--- config.mk ---
export PLATFORM = sky130hd
export DESIGN_NAME = wb_stage_flat
export DESIGN_NICKNAME = d
export VERILOG_FILES = /design/src/rtl/wb_stage_if.sv /design/src/rtl/wb_stage.sv /design/src/flat_wrapper.sv
export SDC_FILE = /design/constraint.sdc
export NUM_CORES = 1
export LEC_CHECK = 0
export BUFFER_PORTS_ARGS = -buffer_cell sky130_fd_sc_hd__buf_4
export CAP_MARGIN = 20
export CORE_ASPECT_RATIO = 0.9
export CORE_MARGIN = 1.5
export CORE_UTILIZATION = 50
export CTS_BUF_LIST = sky130_fd_sc_hd__clkbuf_2 sky130_fd_sc_hd__clkbuf_4 sky130_fd_sc_hd__clkbuf_8
export CTS_CLUSTER_DIAMETER = 150
export DETAILED_ROUTE_END_ITERATION = 6
export PLACE_DENSITY = 0.88
export SLEW_MARGIN = 20
export SYNTH_ARGS = -nofsm -noshare
export SYNTH_HDL_FRONTEND = slang
export SYNTH_SLANG_ARGS = --single-unit
--- constraint.sdc ---
create_clock -name clock -period 3.5 [get_ports clock]
set_input_delay 0.7 -clock clock [delete_from_list [all_inputs] [get_ports clock]]
set_output_delay 0.7 -clock clock [all_outputs]
set_load 0.005 [all_outputs]
--- src/rtl/wb_stage_if.sv ---
// WB-stage bundle: EX/WB pipeline register outputs in, register-file/PC/flag outputs back.
// WB_FWD_EN adds the same-cycle bypass signals.
interface wb_stage_if #(
  parameter int unsigned RD_W = 6
);
  logic            valid_wb;
  logic [1:0]      writeBackControl_wb;
  logic            regWrt_wb;
  logic [RD_W-1:0] rd_wb;
  logic            branchZero_wb;
  logic            branchNeg_wb;
  logic            jump_wb;
  logic            jumpMem_wb;
  logic [31:0]     pc_plus_y_wb;
  logic [31:0]     xrs_wb;
  logic [31:0]     readData_wb;
  logic [31:0]     aluResult_wb;
  logic            z_wb;
  logic            n_wb;

  logic            reg_wr_en;
  logic [RD_W-1:0] reg_wr_addr;
  logic [31:0]     reg_wr_data;
  logic            pc_redirect;
  logic [31:0]     pc_target;
  logic            flag_z;
  logic            flag_n;
  logic            flushing;
`ifdef WB_FWD_EN
  logic            fwd_valid;
  logic [RD_W-1:0] fwd_rd;
  logic [31:0]     fwd_data;
`endif

  modport master (
    output valid_wb, writeBackControl_wb, regWrt_wb, rd_wb,
    output branchZero_wb, branchNeg_wb, jump_wb, jumpMem_wb,
    output pc_plus_y_wb, xrs_wb, readData_wb, aluResult_wb, z_wb, n_wb,
    input  reg_wr_en, reg_wr_addr, reg_wr_data, pc_redirect, pc_target,
    input  flag_z, flag_n, flushing
`ifdef WB_FWD_EN
    , input fwd_valid, fwd_rd, fwd_data
`endif
  );

  modport slave (
    input  valid_wb, writeBackControl_wb, regWrt_wb, rd_wb,
    input  branchZero_wb, branchNeg_wb, jump_wb, jumpMem_wb,
    input  pc_plus_y_wb, xrs_wb, readData_wb, aluResult_wb, z_wb, n_wb,
    output reg_wr_en, reg_wr_addr, reg_wr_data, pc_redirect, pc_target,
    output flag_z, flag_n, flushing
`ifdef WB_FWD_EN
    , output fwd_valid, fwd_rd, fwd_data
`endif
  );
endinterface

--- src/rtl/wb_stage.sv ---
// Write-back / branch-resolve stage: register-file write, Z/N flags, PC redirect and shadow flush.
// Optional macro WB_FWD_EN adds combinational fwd_valid/fwd_rd/fwd_data bypass outputs.
module wb_stage #(
  parameter int unsigned FLUSH_DEPTH = 3,
  parameter int unsigned RD_W        = 6
) (
  input  logic       clock,
  input  logic       reset,
  wb_stage_if.slave  wb
);

  typedef enum logic {IDLE, FLUSH} state_t;

  state_t          state, state_nxt;
  logic [2:0]      cnt, cnt_nxt;
  logic            live;
  logic            wr_live;
  logic            taken;
  logic [RD_W-1:0] wr_addr;
  logic [31:0]     wr_data;

  assign live    = wb.valid_wb && (state == IDLE);
  assign wr_live = live && wb.regWrt_wb;
  assign wr_addr = wb.rd_wb;

  // Branches test the flags as they stood before this instruction, not z_wb/n_wb.
  assign taken = live && (wb.jump_wb || wb.jumpMem_wb ||
                          (wb.branchZero_wb && wb.flag_z) ||
                          (wb.branchNeg_wb  && wb.flag_n));

  always_comb begin
    wr_data = wb.aluResult_wb;
    case (wb.writeBackControl_wb)
      2'b01:   wr_data = wb.readData_wb;
      2'b10:   wr_data = wb.pc_plus_y_wb;
      default: wr_data = wb.aluResult_wb;
    endcase
  end

  // Shadow length counts clock cycles, independent of how many slots are valid.
  always_comb begin
    state_nxt = state;
    cnt_nxt   = cnt;
    case (state)
      IDLE: begin
        if (taken) begin
          state_nxt = FLUSH;
          cnt_nxt   = 3'(FLUSH_DEPTH - 1);
        end
      end
      FLUSH: begin
        if (cnt == '0) begin
          state_nxt = IDLE;
        end else begin
          cnt_nxt = cnt - 3'd1;
        end
      end
      default: begin
        state_nxt = IDLE;
        cnt_nxt   = '0;
      end
    endcase
  end

  always_ff @(posedge clock) begin
    if (reset) begin
      state <= IDLE;
      cnt   <= '0;
    end else begin
      state <= state_nxt;
      cnt   <= cnt_nxt;
    end
  end

  always_ff @(posedge clock) begin
    if (reset) begin
      wb.reg_wr_en   <= 1'b0;
      wb.reg_wr_addr <= '0;
      wb.reg_wr_data <= '0;
      wb.pc_redirect <= 1'b0;
      wb.pc_target   <= '0;
      wb.flag_z      <= 1'b0;
      wb.flag_n      <= 1'b0;
    end else begin
      wb.reg_wr_en   <= wr_live;
      wb.pc_redirect <= taken;
      if (wr_live) begin
        wb.reg_wr_addr <= wr_addr;
        wb.reg_wr_data <= wr_data;
      end
      if (wr_live && (wb.writeBackControl_wb == 2'b00)) begin
        wb.flag_z <= wb.z_wb;
        wb.flag_n <= wb.n_wb;
      end
      if (taken) begin
        wb.pc_target <= wb.jumpMem_wb ? wb.readData_wb : wb.xrs_wb;
      end
    end
  end

  assign wb.flushing = (state == FLUSH);

`ifdef WB_FWD_EN
  assign wb.fwd_valid = wr_live;
  assign wb.fwd_rd    = wr_addr;
  assign wb.fwd_data  = wr_data;
`endif

endmodule

--- src/flat_wrapper.sv ---
// flat-port wrapper written by rule: the top's interface ports become plain ports
module wb_stage_flat 
#(
  parameter int unsigned FLUSH_DEPTH = 3,
  parameter int unsigned RD_W        = 6
)
  (clock, reset, wb_valid_wb, wb_writeBackControl_wb, wb_regWrt_wb, wb_rd_wb, wb_branchZero_wb, wb_branchNeg_wb, wb_jump_wb, wb_jumpMem_wb, wb_pc_plus_y_wb, wb_xrs_wb, wb_readData_wb, wb_aluResult_wb, wb_z_wb, wb_n_wb, wb_reg_wr_en, wb_reg_wr_addr, wb_reg_wr_data, wb_pc_redirect, wb_pc_target, wb_flag_z, wb_flag_n, wb_flushing);
  wb_stage_if #(.RD_W(RD_W)) wb_i ();
  input  logic clock;
  input  logic reset;
  input wire logic [$bits(wb_i.valid_wb)-1:0] wb_valid_wb;
  input wire logic [$bits(wb_i.writeBackControl_wb)-1:0] wb_writeBackControl_wb;
  input wire logic [$bits(wb_i.regWrt_wb)-1:0] wb_regWrt_wb;
  input wire logic [$bits(wb_i.rd_wb)-1:0] wb_rd_wb;
  input wire logic [$bits(wb_i.branchZero_wb)-1:0] wb_branchZero_wb;
  input wire logic [$bits(wb_i.branchNeg_wb)-1:0] wb_branchNeg_wb;
  input wire logic [$bits(wb_i.jump_wb)-1:0] wb_jump_wb;
  input wire logic [$bits(wb_i.jumpMem_wb)-1:0] wb_jumpMem_wb;
  input wire logic [$bits(wb_i.pc_plus_y_wb)-1:0] wb_pc_plus_y_wb;
  input wire logic [$bits(wb_i.xrs_wb)-1:0] wb_xrs_wb;
  input wire logic [$bits(wb_i.readData_wb)-1:0] wb_readData_wb;
  input wire logic [$bits(wb_i.aluResult_wb)-1:0] wb_aluResult_wb;
  input wire logic [$bits(wb_i.z_wb)-1:0] wb_z_wb;
  input wire logic [$bits(wb_i.n_wb)-1:0] wb_n_wb;
  output wire logic [$bits(wb_i.reg_wr_en)-1:0] wb_reg_wr_en;
  output wire logic [$bits(wb_i.reg_wr_addr)-1:0] wb_reg_wr_addr;
  output wire logic [$bits(wb_i.reg_wr_data)-1:0] wb_reg_wr_data;
  output wire logic [$bits(wb_i.pc_redirect)-1:0] wb_pc_redirect;
  output wire logic [$bits(wb_i.pc_target)-1:0] wb_pc_target;
  output wire logic [$bits(wb_i.flag_z)-1:0] wb_flag_z;
  output wire logic [$bits(wb_i.flag_n)-1:0] wb_flag_n;
  output wire logic [$bits(wb_i.flushing)-1:0] wb_flushing;
  assign wb_i.valid_wb = wb_valid_wb;
  assign wb_i.writeBackControl_wb = wb_writeBackControl_wb;
  assign wb_i.regWrt_wb = wb_regWrt_wb;
  assign wb_i.rd_wb = wb_rd_wb;
  assign wb_i.branchZero_wb = wb_branchZero_wb;
  assign wb_i.branchNeg_wb = wb_branchNeg_wb;
  assign wb_i.jump_wb = wb_jump_wb;
  assign wb_i.jumpMem_wb = wb_jumpMem_wb;
  assign wb_i.pc_plus_y_wb = wb_pc_plus_y_wb;
  assign wb_i.xrs_wb = wb_xrs_wb;
  assign wb_i.readData_wb = wb_readData_wb;
  assign wb_i.aluResult_wb = wb_aluResult_wb;
  assign wb_i.z_wb = wb_z_wb;
  assign wb_i.n_wb = wb_n_wb;
  assign wb_reg_wr_en = wb_i.reg_wr_en;
  assign wb_reg_wr_addr = wb_i.reg_wr_addr;
  assign wb_reg_wr_data = wb_i.reg_wr_data;
  assign wb_pc_redirect = wb_i.pc_redirect;
  assign wb_pc_target = wb_i.pc_target;
  assign wb_flag_z = wb_i.flag_z;
  assign wb_flag_n = wb_i.flag_n;
  assign wb_flushing = wb_i.flushing;
  wb_stage #(.FLUSH_DEPTH(FLUSH_DEPTH), .RD_W(RD_W)) u_core (.clock(clock), .reset(reset), .wb(wb_i));
endmodule
==> run metrics, run 1 <==
TritonRoute pass-1 iters 6; LEAKAGE ~3 nW; Synth top area share between 30% and 40%; crit path kind input pin to flip-flop; Peak supply drop 0.277 mV; num ports about 220; Finished Core Util 76.3%; clk_lat worst skew between 0.3 and 0.4 ns; clock power share a little under a third; PwrDens about 380 nW/um^2; Post-Syn Nets roughly 570; Max-Cap Viols 0; number of synthesized flops with an enable pin 0; critical path launch point type input pin; GPL Wtd Cong ~0.9; drt drc 0; Net Sw Frac 27.5%; Syn Std Cell Area 4030 sq um; die height between 80 and 90 microns; nets between 700 and 800; placed insts 705; #FFs+latches synth 78; ant diodes 0; area of the core 7690 sq um; critical path's most frequent cell buf_4; # port buffers 220; hold_buf cts 0; Slew Limit Fails 0; worst stage delay on the critical path between 0.7 and 0.8 ns; Min-Delay Path Class flip-flop to flip-flop; Num CTS Buffers 9; final critical-path required period between 2 and 2.5 ns; Comb pwr share between 20% and 30%; sequential fraction of the synthesis area 38.7%; GRT Util Overall 30.9%; Synth area leader dfxtp_1; Yosys warning count 0; final non-filler cell total 721; post-cts resize count 0; Synth area leaders dfxtp_1, mux2_4, mux2i_1; crit-path cells buf_4 > inv_1 > ha_2 > buf_4 > nor2_1 > a21oi_1 > a22o_1; largest net degree at the start of global routing 48; worst path bufs/invs 3; FMAX between 0.4 and 0.5 GHz; grt total ovfl 0; Max transition margin between 50% and 60%; crit path DAT 2.37 ns; Syn Area/Cell ~9.6 sq um; status finished, final reports clean; number of routed nets with antenna violations 0; Worst-path clk slew roughly 0.070 ns; Sum Neg Setup Slack 0 ns; Final HPWL DP around 11000 microns; Final Hold Slack between 0.4 and 0.5 ns; prevailing post-synth register cell dfxtp_1; Int Pwr 1.62 mW; Post-Syn Instances between 400 and 500; Die X 97.7 microns; Clock Skew 0.00675 ns; global-route wire length before repair just over 20000 microns; Worst EP required 3.78 ns; CTS H-tree lvls 3; Post-CTS Setup Bufs 0; slowest stage cell on the critical path ha_2; crit end category flip-flop; initial antenna violation count 0; Yosys cell types 29; Crit path max-delay family adder cells; Post-synth top cells dfxtp_1, nor2_1, mux2i_1; final setup margin approximately 1.4 ns; CTS tree done; most common cell in the synthesized netlist dfxtp_1; Vias per Instance around 5.6; FF-to-FF setup slack 1.56 ns; RSZ-0062 raised after global routing false; crit-path max FO 39; Area Growth Syn to Fin 45.6%; Seq pwr share a little over two fifths; Die Area roughly 8600 sq um; Tcrit/Tclk final approximately 60%; vias in the first global route around 3900; CTS max path bufs 2; Final Hold Fails 0; Place WS 0.980 ns; Routed WL per cell ~19 microns; clock sink total ~80; # rows 30; Worst Tran Pin Value about 0.72 ns; initial DRC count 160; DRT Wirelength ~14000 microns; Async S/R FF share, synth 0%; total vias in the final route around 4000; share of layout cells above drive strength 1 45.4%; Setup Viol. Count Final 0; CTS Root Cell clkbuf_8; Initial Util a little over half; Psw about 600 uW
==> routing by layer <==
layer / part of all wire, % / track usage [%] / vias up
met3: 6.3 / 7.66 / 36
li1: - / - / 1894
met2: 47 / 48.1 / 178
met4: 3.2 / 13.0 / 0
met1: 43 / 41.3 / 1895
met5: 0 / 0 / -
==> path summary, 6_finish.rpt <==
kind / depth (start not counted) / to / start
worst max register to register: 4 / u_core.wb.reg_wr_data[10] / u_core.wb.flushing
worst min-delay path: 1 / u_core.wb.reg_wr_data[28] / u_core.wb.reg_wr_data[28]
worst min register to register: 1 / u_core.wb.reg_wr_data[28] / u_core.wb.reg_wr_data[28]
worst max-delay path: 7 / u_core.wb.reg_wr_data[23] / wb_writeBackControl_wb[1]
==> power by group through the flow <==
stage               combinational (mW)  sequential (mW)  clock [mW]
floorplan                        0.280            0.999           0
global placement                 0.541            0.998           0
detailed placement               0.555             1.00           0
CTS                              0.556            0.981       0.704
global route                     0.599            0.988       0.743
finish                           0.559            0.982       0.693
==> cell usage in the layout (no fill, tap or decap), drive strengths merged, types with 2 or more instances in the layout <==
| cell | Yosys | routed |
|---|---|---|
| nand2 | 2 | 2 |
| nor2b | 34 | 34 |
| dfxtp | 78 | 78 |
| clkbuf | 20 | 11 |
| a21oi | 33 | 33 |
| or3 | 3 | 3 |
| mux2i | 40 | 40 |
| buf | 17 | 228 |
| a22o | 32 | 32 |
| ha | 5 | 5 |
| a22oi | 32 | 32 |
| clkinv | 0 | 2 |
| mux2 | 32 | 32 |
| inv | 5 | 5 |
| nor2 | 74 | 74 |
| clkinvlp | 0 | 2 |
==> logic make-up after synthesis <==
group                      count (synthesis)  synth area share (%)
buffers and inverters                     42                  5.68
adders and majority gates                  5                  1.55
DFF                                       78                  38.7
and+or+nand+nor                          118                  14.2
muxes                                     72                  21.5
AOI/OAI and AO/OA                        103                  18.3
==> worst register-to-register path, delay by kind of cell (launching register included) <==
family	cells	cell delay, ns
buffers and inverters	1	0.36
AO/OA/AOI/OAI	1	0.19
AND/OR/NAND/NOR	2	0.89
flip-flops	1	0.44
==> through the flow <==
stage	power, mW	area [sq um]
floorplan	1.28	4030
global placement	1.54	5660
detailed placement	1.55	5660
CTS	2.24	5870
global route	2.33	5870
finish	2.23	5870
==> final cells by class <==
type	instances	area (sq um)
multi-input combinational	298	2250
fill	565	1820
timing repair buffer	228	1710
sequential	78	1560
clock buffer	11	145
tap	96	120
clock inverter	5	58.8
inverter	5	18.8
==> flip-flops by register name (all words and copies together), names as in the netlist <==
register,cells
u_core.wb.flushing,1
u_core.wb.reg_wr_en,1
u_core.wb.flag_z,1
u_core.wb.pc_target,32
u_core.wb.flag_n,1
u_core.wb.reg_wr_data,32
u_core.wb.reg_wr_addr,6
u_core.wb.pc_redirect,1
u_core.cnt,3
(Power assumes the default switching activity.)
==> run 2, diff against run 1 <==
--- a/config.mk
+++ b/config.mk
@@ -9,11 +9,11 @@
 export CAP_MARGIN = 20
 export CORE_ASPECT_RATIO = 0.9
 export CORE_MARGIN = 1.5
-export CORE_UTILIZATION = 50
+export CORE_UTILIZATION = 42
 export CTS_BUF_LIST = sky130_fd_sc_hd__clkbuf_2 sky130_fd_sc_hd__clkbuf_4 sky130_fd_sc_hd__clkbuf_8
 export CTS_CLUSTER_DIAMETER = 150
 export DETAILED_ROUTE_END_ITERATION = 6
-export PLACE_DENSITY = 0.88
+export PLACE_DENSITY = 0.79
 export SLEW_MARGIN = 20
 export SYNTH_ARGS = -nofsm -noshare
 export SYNTH_HDL_FRONTEND = slang
==> constraint.sdc (replaced) <==
create_clock -name clock -period 1.9 [get_ports clock]
set_input_delay 0.38 -clock clock [delete_from_list [all_inputs] [get_ports clock]]
set_output_delay 0.38 -clock clock [all_outputs]
set_load 0.005 [all_outputs]
==> run 2 against run 1 <==
  * Die area increased by 18%
  * Total power is 79% higher
  * Clock power grew 66%
  * First-iteration DRC count up 10%
  * Via count is 1.3% lower
  * Sequential cell count stayed put
  * Register-to-register slack worse by 1.3 ns
  * Final cell count up 3.9%
  * Count of clock-buffer cells in the layout unchanged
  * Sequential share of layout area fell by 0.34 points
  * Largest cell class unchanged
==> run metrics, run 2 (synthesis results as in run 1) <==
TritonRoute pass-1 iters 5 (-1); PwrDens 673 nW/um^2 (+77%); Setup Viol. Count Final 0 (unchanged); share of layout cells above drive strength 1 45.5% (about the same); clock sink total 78 (unchanged); ant diodes 0 (unchanged); FMAX approximately 0.62 GHz; Tcrit/Tclk final a little over four fifths; multi-input combinational cell area 2260 sq um (+0.11%); Psw 1.14 mW (+85%); hold_buf cts 0 (unchanged); DRT Wirelength 13600 microns (-0.81%); biggest regs u_core.wb.pc_target x32, u_core.wb.reg_wr_data x32, u_core.wb.reg_wr_addr x6; Num CTS Buffers 9 (unchanged); LEAKAGE 2.94 nW (+0.64%); register area 1560 sq um (unchanged); most frequent cells in the layout buf_4, dfxtp_1, nor2_1; R2R cell count 5 (+1); nets 773 (+0.26%); min-delay src wb_rd_wb[4]; status finished, final reports clean; clk_lat worst skew 0.34 ns (about the same); Initial Util 43.8% (-8.6 points); GRT Util Overall 25.7% (-5.2 points); CTS H-tree lvls 3 (unchanged); number of routed nets with antenna violations 0 (unchanged); Max-Cap Viols 0 (unchanged); crit-path max FO 10 (-74%); initial antenna violation count 0 (unchanged); clock power share 28.8% (-2.2 points); Min-Delay Path Class input pin to flip-flop; Clock Skew 0.00717 ns (+0.000422 ns); most common cell after layout, fill and taps aside buf_4; area of the core 9210 sq um (+20%); Worst Tran Pin Value 0.750 ns (+0.0257 ns); Post-CTS Setup Bufs 0 (unchanged); Die Area 10200 sq um (+18%); global-route wire length before repair 19900 microns (-2.9%); Hold EP u_core.wb.reg_wr_addr[4]; final critical-path required period between 1.5 and 2 ns; Vias per Instance 5.28 (-5.0%); Peak supply drop 0.391 mV (+41%); # rows 33 (+10%); post-cts resize count 0 (unchanged); Sum Neg Setup Slack 0 ns (unchanged); FF-to-FF setup slack 0.30 ns (-1.26 ns); Max transition margin 49.9% (-1.6 points); crit path kind flip-flop to flip-flop; Fillers 792 (+40%); Comb pwr share 26.2% (+1.2 points); Slew Limit Fails 0 (unchanged); Worst EP required 2.13 ns (-1.65 ns); drt drc 0 (unchanged); Die X 106 microns (+8.8%); crit end category flip-flop; Worst-path clk slew 0.09 ns (+0.02 ns); Seq pwr share 45.0% (+1.0 points); Final HPWL DP 10300 microns (-2.3%); r2r startpoint u_core.wb.flushing; Routed WL per cell 18.1 microns (-4.5%); vias in the first global route 3685 (-5.6%); largest net degree at the start of global routing 81 (+69%); num ports 221 (unchanged); grt total ovfl 0 (unchanged); Hold Path Cell Cnt 3 (+2); crit path DAT 1.83 ns (-0.54 ns); Finished Core Util 64.6% (-12 points); RR Endpoint u_core.wb.pc_target[13]; # port buffers 220 (unchanged); CTS Root Cell clkbuf_8; Area Growth Syn to Fin 47.5%; CTS max path bufs 2 (unchanged); total vias in the final route 3951 (-1.3%); RSZ-0062 raised after global routing false; Final Hold Fails 0 (unchanged); Int Pwr 2.87 mW (+77%); die height 95.9 microns (+8.8%); Net Sw Frac 28.4% (+0.93 points); CTS tree done; GPL Wtd Cong 0.939 (+4.7%); critical path launch point type flip-flop; Final Hold Slack 0.267 ns (-0.223 ns); initial DRC count 176 (+10%)
## run 2: cell types whose count changed in the layout (fill, tap and decap cells not counted)
cell	previous run	this run
nor2b_2	1	0
ha_1	3	4
buf_12	0	4
bufinv_16	1	0
ha_2	2	1
clkinv_4	1	0
nor2b_4	0	1
buf_4	228	226
clkinvlp_4	2	4
## run 2: worst max-delay path by stage
stage	startpoint	end	slack (ns)	cells past startpoint
CTS	u_core.wb.flushing	u_core.wb.pc_target[13]	0.30	5
global placement	wb_regWrt_wb	u_core.wb.reg_wr_data[16]	-0.01	4
floorplan	wb_jumpMem_wb	u_core.wb.pc_target[10]	0.37	6
detailed placement	wb_writeBackControl_wb[0]	u_core.wb.reg_wr_data[30]	0.13	7
finish	u_core.wb.flushing	u_core.wb.pc_target[13]	0.30	5
global route	u_core.wb.flushing	u_core.wb.pc_target[13]	0.26	5
## run 2: layer usage
metal | GRT usage [%] | part of all wire (%) | wire (microns) | vias to the layer above
met5 | 0 | 0 | 0 | -
met4 | 7.77 | 1.8 | 239 | 0
met3 | 5.28 | 5.8 | 787 | 26
met2 | 40.5 | 47 | 6360 | 137
met1 | 35.4 | 46 | 6190 | 1894
li1 | - | - | - | 1894
## run 2: power by group through the flow
stage	Sequential, mW	Clock (mW)	Combinational, mW
finish	1.80	1.15	1.05
global route	1.81	1.25	1.13
CTS	1.80	1.19	1.05
detailed placement	1.84	0	1.04
global placement	1.83	0	1.02
floorplan	1.84	0	0.516
## run 2: stage by stage
stage | cells | area (sq um) | setup slack, ns | power [mW]
2_1_floorplan | 418 | 4030 | 0.365 | 2.36
4_1_cts | 749 | 5950 | 0.300 | 4.04
3_3_place_gp | 733 | 5760 | -0.0110 | 2.85
3_5_place_dp | 733 | 5770 | 0.131 | 2.88
5_1_grt | 749 | 5950 | 0.262 | 4.19
6_report | 749 | 5950 | 0.299 | 4.00
## run 2: final cells by class
type                    count  share of cell area [%]
clock inverters             5                   0.589
inverters                   5                   0.316
flip-flops and latches     78                    26.3
multi-input cells         298                    38.0
well taps                 122                    2.57
repair buffers            230                    29.9
clock buffers              11                    2.44
## run 2: worst max-delay path, stage by stage (launching register included)
cell	delay, ns
dfxtp_1	0.32
buf_4	0.15
nand2b_2	0.22
a31o_2	0.27
buf_4	0.20
mux2_4	0.31
==> run 3, diff against run 2 <==
--- a/config.mk
+++ b/config.mk
@@ -9,11 +9,11 @@
 export CAP_MARGIN = 20
 export CORE_ASPECT_RATIO = 0.9
 export CORE_MARGIN = 1.5
-export CORE_UTILIZATION = 42
+export CORE_UTILIZATION = 46
 export CTS_BUF_LIST = sky130_fd_sc_hd__clkbuf_2 sky130_fd_sc_hd__clkbuf_4 sky130_fd_sc_hd__clkbuf_8
 export CTS_CLUSTER_DIAMETER = 150
 export DETAILED_ROUTE_END_ITERATION = 6
-export PLACE_DENSITY = 0.79
+export PLACE_DENSITY = 0.82
 export SLEW_MARGIN = 20
 export SYNTH_ARGS = -nofsm -noshare
 export SYNTH_HDL_FRONTEND = slang
==> constraint.sdc (replaced) <==
create_clock -name clock -period 1.6 [get_ports clock]
set_input_delay 0.32 -clock clock [delete_from_list [all_inputs] [get_ports clock]]
set_output_delay 0.32 -clock clock [all_outputs]
set_load 0.005 [all_outputs]
==> run 3 against run 2 <==
  * Total power is 24% higher
  * Clock skew down 0.0027 ns
  * Design area increased by 2.4%
  * Sequential cell count did not move
  * Critical endpoint is now u_core.wb.pc_target[7]
  * Wire length decreased by 0.90%
==> run metrics, run 3 (synthesis results as in run 1) <==
status finished, final reports clean; crit end category flip-flop; final instance area 6090 sq um (+2.4%); most frequent cells in the layout buf_4, dfxtp_1, nor2_1; CTS Root Cell clkbuf_8; Tcrit/Tclk final 96.5% (+12 points); Worst Tran Pin Value 0.722 ns (-0.0287 ns); crit-path max FO 21 (+11); Worst-path clk slew 0.08 ns (about the same); Place WS -0.0484 ns (-0.179 ns); clock sink total 78 (unchanged); nets 777 (+0.52%); Die X 102 microns (-4.3%); Peak supply drop 0.583 mV (+49%); GPL Wtd Cong 0.947 (+0.85%); largest net degree at the start of global routing 81 (unchanged); r2r startpoint u_core.wb.flushing; Sum Neg Setup Slack 0 ns (unchanged); number of routed nets with antenna violations 0 (unchanged); DRT Wirelength 13500 microns (-0.90%); die height 91.8 microns (-4.3%); vias in the first global route 3685 (unchanged); CTS tree done; biggest regs u_core.wb.pc_target x32, u_core.wb.reg_wr_data x32, u_core.wb.reg_wr_addr x6; most common cell after layout, fill and taps aside buf_4; crit-path cells buf_4 > nand2b_2 > a31o_4 > buf_12 > mux2_4; Area Growth Syn to Fin 51.0%; final setup margin 0.0558 ns (-0.243 ns); Die Area 9340 sq um (-8.4%); critical path launch point type flip-flop; FF-to-FF setup slack 0.06 ns (-0.24 ns); Final HPWL DP 10300 microns (-0.39%); total vias in the final route 3973 (+0.56%); Min-Delay Path Class input pin to flip-flop; Routed WL per cell 17.9 microns (-1.0%); Max-Cap Viols 0 (unchanged); Fillers 672 (-15%); slowest stage cell on the critical path dfxtp_1; PwrDens 812 nW/um^2 (+21%); final critical-path required period 1.54 ns (-0.0567 ns); CTS H-tree lvls 3 (unchanged); drt drc 0 (unchanged); # rows 32 (-3.0%); RSZ-0062 raised after global routing false; Slew Limit Fails 0 (unchanged); share of layout cells above drive strength 1 46.8% (+1.3 points); Finished Core Util 71.4% (+6.8 points); CTS max path bufs 2 (unchanged); R2R cell count 5 (unchanged); Crit path max-delay family flip-flops; Vias per Instance 5.30 (+0.42%); FMAX 0.648 GHz (+3.7%); crit path kind flip-flop to flip-flop; Max transition margin 51.8% (+1.9 points); # port buffers 220 (unchanged); clk_lat worst skew 0.35 ns (about the same); cell area after placement 5860 sq um (+1.5%); Critical Path Sink u_core.wb.pc_target[7]; Worst EP required 1.84 ns (-0.29 ns); initial antenna violation count 0 (unchanged); RR Endpoint u_core.wb.pc_target[7]; LEAKAGE 3.01 nW (+2.6%); worst path bufs/invs 2 (unchanged); Initial Util 47.3% (+3.5 points); worst stage delay on the critical path 0.32 ns (about the same); Num CTS Buffers 9 (unchanged); CP Depth 5 (unchanged); Worst setup startpoint u_core.wb.flushing; num ports 221 (unchanged); ant diodes 0 (unchanged); area of the core 8530 sq um (-7.4%); GRT Util Overall 28.9% (+3.2 points); global-route wire length before repair 20200 microns (+1.5%); TritonRoute pass-1 iters 5 (unchanged); Setup Viol. Count Final 0 (unchanged); initial DRC count 114 (-35%); Pwr Total 4.94 mW (+24%); hold_buf cts 0 (unchanged); grt total ovfl 0 (unchanged); crit path DAT 1.79 ns (-0.04 ns); Final Hold Fails 0 (unchanged); Clock Skew 0.00449 ns (-0.00268 ns)
run 3: changes by cell type in the layout (fill, tap and decap cells not counted), sizes merged:
cell / previous run / this run
buf: 230 / 234
bufinv: 0 / 1
clkbuf: 11 / 12
clkinv: 1 / 3
clkinvlp: 4 / 0
run 3: power breakdown:
part	internal, mW	switching (mW)
registers	2.07	0.0689
clock network	0.816	0.695
logic	0.748	0.544
total	3.64	1.31
run 3: through the flow:
step                      instances  hold slack [ns]
after detailed placement        734            0.467
after floorplan                 418            0.455
after CTS                       750            0.190
after global routing            750            0.202
final                           750            0.210
after global placement          734            0.464
run 3: timing repair:
item                       4_1_cts  5_1_grt
buffers inserted                 0        0
setup endpoints to repair        0        7
gates resized for setup          0        7
run 3: worst min-delay path by stage:
stage | start | endpoint | slack (ns) | cells past startpoint
2_1_floorplan | u_core.cnt[2] | u_core.cnt[2] | 0.45 | 2
3_3_place_gp | u_core.cnt[2] | u_core.cnt[2] | 0.46 | 2
3_5_place_dp | u_core.wb.reg_wr_data[1] | u_core.wb.reg_wr_data[1] | 0.47 | 1
4_1_cts | wb_rd_wb[2] | u_core.wb.reg_wr_addr[2] | 0.19 | 3
5_1_grt | wb_rd_wb[1] | u_core.wb.reg_wr_addr[1] | 0.20 | 3
6_report | wb_rd_wb[0] | u_core.wb.reg_wr_addr[0] | 0.21 | 3
run 3: worst reg2reg max path: stages, from the launching register on:
cell and delay [ns]:
dfxtp_1 0.32, buf_4 0.14, nand2b_2 0.23, a31o_4 0.26
buf_12 0.17, mux2_4 0.32
run 3: area by class of cell:
type / count / area (sq um) / share of cell area [%]
tap: 119 / 149 / 2.45
timing repair buffer: 234 / 1870 / 30.7
sequential: 78 / 1560 / 25.7
clock buffer: 12 / 159 / 2.61
inverter: 5 / 18.8 / 0.308
multi-input combinational: 298 / 2280 / 37.5
clock inverter: 4 / 45.0 / 0.740
run 3: metal layers:
metal | up-vias | routed length, microns | GRT usage (%)
met4 | 0 | 253 | 8.10
met5 | - | 0 | 0
met1 | 1916 | 6170 | 40.6
met3 | 26 | 698 | 6.78
met2 | 125 | 6330 | 44.1
li1 | 1906 | - | -
